--- src/rtl/alu_ops.sv ---
// Shared ALU operation codes, WISC opcodes and execute-stage types.
package alu_ops;

    typedef enum logic [3:0] {
        OP_RLL = 4'b0000,
        OP_SLL = 4'b0001,
        OP_RRL = 4'b0010,
        OP_SRL = 4'b0011,
        OP_ADD = 4'b0100,
        OP_AND = 4'b0101,
        OP_OR  = 4'b0110,
        OP_XOR = 4'b0111,
        OP_BTR = 4'b1000,
        OP_RTB = 4'b1001,
        OP_RTA = 4'b1010
    } operT;

    typedef enum logic [2:0] {
        SET_NONE,
        SET_EQ,
        SET_LT,
        SET_LE,
        SET_CO
    } setKindT;

    typedef enum logic {
        P0,
        P1
    } phaseT;

    localparam logic [4:0] OPC_ADDI  = 5'b01000;
    localparam logic [4:0] OPC_SUBI  = 5'b01001;
    localparam logic [4:0] OPC_XORI  = 5'b01010;
    localparam logic [4:0] OPC_ANDNI = 5'b01011;
    localparam logic [4:0] OPC_SLBI  = 5'b10010;
    localparam logic [4:0] OPC_LBI   = 5'b11000;
    localparam logic [4:0] OPC_BTR   = 5'b11001;
    localparam logic [4:0] OPC_SHIFT = 5'b11010;
    localparam logic [4:0] OPC_ARITH = 5'b11011;
    localparam logic [4:0] OPC_SEQ   = 5'b11100;
    localparam logic [4:0] OPC_SLT   = 5'b11101;
    localparam logic [4:0] OPC_SLE   = 5'b11110;
    localparam logic [4:0] OPC_SCO   = 5'b11111;

    // Shift family order is ROL, SLL, ROR, SRL for both register and immediate forms.
    function automatic operT shiftOper(input logic [1:0] sel);
        case (sel)
            2'b00:   return OP_RLL;
            2'b01:   return OP_SLL;
            2'b10:   return OP_RRL;
            default: return OP_SRL;
        endcase
    endfunction

endpackage

--- src/rtl/alu.sv ---
// 16-bit ALU: optional operand inversion, adder with carry-in, shifts/rotates, logic ops and flags.
module alu
    import alu_ops::*;
(
    input  logic [15:0] a,
    input  logic [15:0] b,
    input  logic        cin,
    input  logic        invA,
    input  logic        invB,
    input  operT        oper,
    output logic [15:0] result,
    output logic        zf,
    output logic        sf,
    output logic        of,
    output logic        cf
);

    logic [15:0] opA;
    logic [15:0] opB;
    logic [16:0] sum;
    logic [3:0]  shamt;
    logic [15:0] bitRev;

    assign opA   = invA ? ~a : a;
    assign opB   = invB ? ~b : b;
    assign sum   = {1'b0, opA} + {1'b0, opB} + {16'b0, cin};
    assign shamt = opB[3:0];

    always_comb begin
        bitRev = '0;
        for (int i = 0; i < 16; i++) begin
            bitRev[i] = opA[15 - i];
        end
    end

    always_comb begin
        result = '0;
        case (oper)
            OP_RLL:  result = (opA << shamt) | (opA >> (5'd16 - {1'b0, shamt}));
            OP_SLL:  result = opA << shamt;
            OP_RRL:  result = (opA >> shamt) | (opA << (5'd16 - {1'b0, shamt}));
            OP_SRL:  result = opA >> shamt;
            OP_ADD:  result = sum[15:0];
            OP_AND:  result = opA & opB;
            OP_OR:   result = opA | opB;
            OP_XOR:  result = opA ^ opB;
            OP_BTR:  result = bitRev;
            OP_RTB:  result = opB;
            OP_RTA:  result = opA;
            default: result = '0;
        endcase
    end

    // Overflow is signed-add overflow on the already-inverted operands.
    assign zf = (result == 16'h0000);
    assign sf = result[15];
    assign cf = sum[16];
    assign of = (opA[15] == opB[15]) && (sum[15] != opA[15]);

endmodule

--- src/rtl/alu_decode.sv ---
// Combinational WISC decode into ALU controls, immediate, set-kind and two-phase marker.
module alu_decode
    import alu_ops::*;
(
    input  logic [15:0] instr,
    output operT        oper,
    output logic        invA,
    output logic        invB,
    output logic        cin,
    output logic        bSelImm,
    output logic [15:0] imm,
    output setKindT     setKind,
    output logic        twoPhase,
    output logic        illegal
);

    logic [4:0] opcode;
    logic [1:0] fn;
    logic       unusedFields;

    assign opcode       = instr[15:11];
    assign fn           = instr[1:0];
    assign unusedFields = ^instr[10:8];

    always_comb begin
        oper     = OP_ADD;
        invA     = 1'b0;
        invB     = 1'b0;
        cin      = 1'b0;
        bSelImm  = 1'b0;
        imm      = '0;
        setKind  = SET_NONE;
        twoPhase = 1'b0;
        illegal  = 1'b0;
        casez (opcode)
            OPC_ARITH: begin
                case (fn)
                    2'b00:   oper = OP_ADD;
                    2'b01:   begin oper = OP_ADD; invA = 1'b1; cin = 1'b1; end
                    2'b10:   oper = OP_XOR;
                    default: begin oper = OP_AND; invB = 1'b1; end
                endcase
            end
            OPC_ADDI: begin
                bSelImm = 1'b1;
                imm     = {{11{instr[4]}}, instr[4:0]};
            end
            OPC_SUBI: begin
                invA    = 1'b1;
                cin     = 1'b1;
                bSelImm = 1'b1;
                imm     = {{11{instr[4]}}, instr[4:0]};
            end
            OPC_XORI: begin
                oper    = OP_XOR;
                bSelImm = 1'b1;
                imm     = {11'b0, instr[4:0]};
            end
            OPC_ANDNI: begin
                oper    = OP_AND;
                invB    = 1'b1;
                bSelImm = 1'b1;
                imm     = {11'b0, instr[4:0]};
            end
            OPC_SHIFT: oper = shiftOper(fn);
            5'b101??: begin
                oper    = shiftOper(opcode[1:0]);
                bSelImm = 1'b1;
                imm     = {11'b0, instr[4:0]};
            end
            OPC_BTR: oper = OP_BTR;
            OPC_LBI: begin
                oper    = OP_RTB;
                bSelImm = 1'b1;
                imm     = {{8{instr[7]}}, instr[7:0]};
            end
            // Only the first SLBI phase is described here; the top substitutes the OR phase.
            OPC_SLBI: begin
                oper     = OP_SLL;
                bSelImm  = 1'b1;
                imm      = 16'd8;
                twoPhase = 1'b1;
            end
            OPC_SEQ: begin invB = 1'b1; cin = 1'b1; setKind = SET_EQ; end
            OPC_SLT: begin invB = 1'b1; cin = 1'b1; setKind = SET_LT; end
            OPC_SLE: begin invB = 1'b1; cin = 1'b1; setKind = SET_LE; end
            OPC_SCO: setKind = SET_CO;
            default: illegal = 1'b1;
        endcase
    end

endmodule

--- src/rtl/alu_exec_ctrl.sv ---
// Execute-stage controller: S1 holds the decoded instruction feeding the ALU, S2 holds the result.
module alu_exec_ctrl
    import alu_ops::*;
#(
    parameter int WIDTH = 16
) (
    input  logic             clk,
    input  logic             rst_n,
    input  logic             in_valid,
    output logic             in_ready,
    input  logic [WIDTH-1:0] in_instr,
    input  logic [WIDTH-1:0] in_rs,
    input  logic [WIDTH-1:0] in_rt,
    output logic             out_valid,
    input  logic             out_ready,
    output logic [WIDTH-1:0] out_result,
    output logic             out_illegal
);

    phaseT            phase;
    phaseT            phaseNext;
    logic             s1Valid;
    logic             s2Valid;
    logic [WIDTH-1:0] s1Instr;
    logic [WIDTH-1:0] s1Rs;
    logic [WIDTH-1:0] s1Rt;
    logic [WIDTH-1:0] tmp;

    operT             decOper;
    operT             aluOper;
    logic             invA;
    logic             invB;
    logic             cin;
    logic             bSelImm;
    logic [WIDTH-1:0] imm;
    setKindT          setKind;
    logic             twoPhase;
    logic             illegal;

    logic [WIDTH-1:0] aluA;
    logic [WIDTH-1:0] aluB;
    logic [WIDTH-1:0] aluOut;
    logic             zf;
    logic             sf;
    logic             of;
    logic             cf;
    logic [WIDTH-1:0] s1Result;

    logic             s1Final;
    logic             adv2;
    logic             moveS2;
    logic             accept;
    logic             slbiFirst;

    alu_decode uDecode (
        .instr   (s1Instr),
        .oper    (decOper),
        .invA    (invA),
        .invB    (invB),
        .cin     (cin),
        .bSelImm (bSelImm),
        .imm     (imm),
        .setKind (setKind),
        .twoPhase(twoPhase),
        .illegal (illegal)
    );

    // Second SLBI phase ORs the shifted Rs (held in tmp) with the zero-extended byte.
    always_comb begin
        aluA    = s1Rs;
        aluB    = bSelImm ? imm : s1Rt;
        aluOper = decOper;
        if (twoPhase && phase == P1) begin
            aluA    = tmp;
            aluB    = {8'h00, s1Instr[7:0]};
            aluOper = OP_OR;
        end
    end

    alu uAlu (
        .a     (aluA),
        .b     (aluB),
        .cin   (cin),
        .invA  (invA),
        .invB  (invB),
        .oper  (aluOper),
        .result(aluOut),
        .zf    (zf),
        .sf    (sf),
        .of    (of),
        .cf    (cf)
    );

    always_comb begin
        s1Result = aluOut;
        case (setKind)
            SET_EQ:  s1Result = {15'b0, zf};
            SET_LT:  s1Result = {15'b0, sf ^ of};
            SET_LE:  s1Result = {15'b0, (sf ^ of) | zf};
            SET_CO:  s1Result = {15'b0, cf};
            default: s1Result = aluOut;
        endcase
        if (illegal) begin
            s1Result = '0;
        end
    end

    assign s1Final   = !twoPhase || (phase == P1);
    assign slbiFirst = s1Valid && twoPhase && (phase == P0);
    assign adv2      = !s2Valid || out_ready;
    assign moveS2    = s1Valid && adv2 && s1Final;
    assign in_ready  = rst_n && (!s1Valid || (adv2 && s1Final));
    assign accept    = in_valid && in_ready;
    assign out_valid = s2Valid;

    always_comb begin
        phaseNext = phase;
        if (moveS2) begin
            phaseNext = P0;
        end else if (slbiFirst) begin
            phaseNext = P1;
        end
    end

    always_ff @(posedge clk or negedge rst_n) begin
        if (!rst_n) begin
            phase <= P0;
        end else begin
            phase <= phaseNext;
        end
    end

    always_ff @(posedge clk or negedge rst_n) begin
        if (!rst_n) begin
            s1Valid <= 1'b0;
            s1Instr <= '0;
            s1Rs    <= '0;
            s1Rt    <= '0;
            tmp     <= '0;
        end else begin
            if (accept) begin
                s1Valid <= 1'b1;
                s1Instr <= in_instr;
                s1Rs    <= in_rs;
                s1Rt    <= in_rt;
            end else if (moveS2) begin
                s1Valid <= 1'b0;
            end
            if (slbiFirst) begin
                tmp <= aluOut;
            end
        end
    end

    always_ff @(posedge clk or negedge rst_n) begin
        if (!rst_n) begin
            s2Valid     <= 1'b0;
            out_result  <= '0;
            out_illegal <= 1'b0;
        end else if (moveS2) begin
            s2Valid     <= 1'b1;
            out_result  <= s1Result;
            out_illegal <= illegal;
        end else if (out_ready) begin
            s2Valid     <= 1'b0;
        end
    end

endmodule

--- config.mk ---
export PLATFORM = sky130hd
export DESIGN_NAME = alu_exec_ctrl
export DESIGN_NICKNAME = d
export VERILOG_FILES = /design/src/rtl/alu_ops.sv /design/src/rtl/alu.sv /design/src/rtl/alu_decode.sv /design/src/rtl/alu_exec_ctrl.sv
export SDC_FILE = /design/constraint.sdc
export NUM_CORES = 1
export LEC_CHECK = 0
export CAP_MARGIN = 20
export CORE_UTILIZATION = 55
export CTS_BUF_LIST = sky130_fd_sc_hd__clkbuf_4 sky130_fd_sc_hd__clkbuf_8
export DETAILED_ROUTE_END_ITERATION = 6
export PLACE_DENSITY = 0.77
export SYNTH_ARGS = -nofsm -noshare
export SYNTH_HDL_FRONTEND = slang
export SYNTH_SLANG_ARGS = --single-unit
--- constraint.sdc ---
create_clock -name clk -period 8.7 [get_ports clk]
set_clock_uncertainty 0.2 [all_clocks]
set_input_delay 2.175 -clock clk [delete_from_list [all_inputs] [get_ports clk]]
set_output_delay 2.175 -clock clk [all_outputs]
set_load 0.005 [all_outputs]
==> out/summary.txt <==
outcome - finished clean
Starting DRT DRC Count - 2207
launch point of the worst path - s1Instr[12]
global router's overall resource usage - 49.52%
Critical Path RT - 8790 ps
Sink Count - 81
CTS tree - yes
Remaining DRCs - 0
WP buf/inv - 3
final period utilization - 85.34%
fin cells - 1411
CP delay by family, top - simple AND/OR/NAND/NOR gates
area share of the largest cell type after synthesis - 21.21%
Ports - 71
EDFF count, synth - 0
post-placement cell count - 1392
WL final - 43740 µm
grt ovf - 0
cell count along the critical path - 17
die area - 17910 µm²
Commonest cells post-synth - nand2_1 (110), dfrtp_1 (81), o21ai_0 (75)
first-pass GRT wire length - 65170 µm
Area Overhead vs Synth - 10.15%
Pwr Density - 419.2 nW/µm²
Setup crit end kind - flop
fin area - 10530 µm²
DRT antenna net count - 0
Max Slew Vio Count - 0
kind of critical path - flop to flop
Synth area leader - dfrtp_1
Buffers on Ports - 67
CTS-repair resized insts - 0
count of cell types in the netlist - 111
core area - 16760 µm²
Final HPWL DP - 31410 µm
Vias per Instance - 7.848
via count - 11070
RR Startpoint - s1Instr[12]
Post-CTS Setup Repair Bufs - 0
CP Cell Sequence - a21boi_0 -> a22o_1 -> a22oi_2 -> buf_4 -> nor2_2 -> buf_4 -> nor2_4 -> inv_2 -> ha_1 -> xnor3_2 -> nor2_1 -> o2bb2ai_1 -> o311ai_1 -> nand4_1 -> nor4b_1 -> or4b_1 -> o41ai_2
Post-Route Setup TNS - 0 ps
syn_nets - 1254
sequential share of the synthesized area - 21.21%
Initial Util - 57.01%
Tot Pwr - 0.004412 W
CP max stage cell - dfrtp_1
Synth Cell Area - 9555 µm²
Root Driver - clkbuf_8
commonest register cell after synthesis - dfrtp_1
top post-synthesis cells by area - dfrtp_1 (21%), mux2_2 (5.9%), ha_1 (4.3%)
number of max-cap violations - 0
Site Rows - 47
maximum vdd drop - 0.0002003 V
# setup viols final - 0
Leak - 4.287 nW
layout cells sized above 1 - 13.53%
most common cell in the netlist - nand2_1
cts hold-fix bufs - 0
crit path capture - out_result[0]
Worst Setup Start Kind - flop
R2R Setup Slk - 1280 ps
chip height - 133.8 µm
routed len/inst - 31.00 µm
RSZ-0062 raised after global routing - false
Synth async-reset ratio - 100.0%
largest net degree at the start of global routing - 61
synthesized flop and latch total - 81
TritonCTS Buffers - 9
Die Span X - 133.8 µm
Max-slew headroom - 23.52%
H-tree Lvls - 3
YS warnings - 0
antenna violations before repair - 2
Syn Inst Count - 1167
Worst path max stage delay - 870 ps
CP most frequent cell - buf_4
Placed Area - 10290 µm²
worst-skew pair later-pin latency - 390 ps
Layout Nets - 1272
Synth Area per Inst - 8.188 µm²
HP Class - flop to flop
Worst-Margin Slew - 1143 ps
CP Max Fanout - 27
vias in the first global route - 10290
gpl congestion - 1.111
minimum clock period - 7425 ps
Fin. Hold Viols - 0
R2R Path End - out_result[0]
R2R cell count - 17
max frequency - 0.1347 GHz
Clk pin slew, worst setup/hold paths - 90 ps
clk buf depth - 2
CP arrival - 7520 ps
Detailed Routing Iterations Pass 1 - 7
==> flip-flops by register name, summed over array words and instances (netlist names) <==
| signal | cells |
|---|---|
| s1Valid | 1 |
| out_result | 16 |
| phase | 1 |
| s1Rs | 16 |
| s1Instr | 13 |
| out_illegal | 1 |
| tmp | 16 |
| s1Rt | 16 |
| out_valid | 1 |
==> worst min-delay path: cells and delay by family (launching register included) <==
kind / cells / cell delay [ps]
flip-flops: 1 / 350
AND/OR/NAND/NOR: 1 / 50
AO/OA/AOI/OAI: 1 / 60
==> cell usage in the layout (no fill, tap or decap), types with 25 or more instances in the layout <==
cell type	Yosys	routed
mux2_2	50	50
a21oi_1	52	52
dfrtp_1	81	81
nand3_1	66	66
nand2_1	110	109
inv_1	38	38
o21ai_0	75	75
buf_4	10	25
clkdlybuf4s50_1	0	66
nor2_1	74	74
ha_1	33	33
mux2i_1	35	35
==> cell type report <==
type / instances / area [µm²]
tap: 220 / 275.3
clock inverter: 6 / 75.07
sequential: 81 / 2027
fill: 1452 / 6235
clock buffer: 10 / 131.4
inverter: 46 / 172.7
antenna: 1 / 2.502
timing repair buffer: 93 / 875.8
multi-input combinational: 954 / 6965
==> routing by layer <==
layer | wire length, µm | track usage (%) | part of all wire (%)
met2 | 18030 | 72.14 | 41
met1 | 15130 | 59.74 | 35
met5 | 28 | 1.667 | 0.064
met3 | 7046 | 22.26 | 16
met4 | 3507 | 29.55 | 8.0
==> cells by family after synthesis <==
group,count (synthesis),share of synthesized area [%]
buffers and inverters,132,6.023
muxes,100,13.09
DFF,81,21.21
xor gates and xnor gates,37,3.968
adders and majority gates,35,4.740
and+or+nand+nor,402,22.19
AOI/OAI and AO/OA,380,28.77
==> metrics by stage <==
stage	util, %	hold WS, ps	setup slack [ps]
after global placement	61.39	262.8	1608
after CTS	62.62	291.8	1594
after detailed placement	61.39	271.7	1659
after global routing	62.78	304.6	1063
final	62.80	293.8	1275
after floorplan	-	249.2	3172
==> where the power goes <==
group | leakage [nW] | switching, W | internal [W]
clock network | 0.103 | 0.000160 | 0.000140
logic | 3.18 | 0.00236 | 0.00120
registers | 1.01 | 0.0000891 | 0.000460
==> worst min-delay path by stage <==
stage	from	slack, ps	end	cells past startpoint
floorplan	tmp[8]	250	tmp[8]	2
global placement	out_illegal	260	out_illegal	2
detailed placement	tmp[7]	270	tmp[7]	1
CTS	out_result[8]	290	out_result[8]	2
global route	out_result[6]	300	out_result[6]	1
finish	out_result[8]	290	out_result[8]	2
No activity file was read; power rests on OpenSTA's default activity.
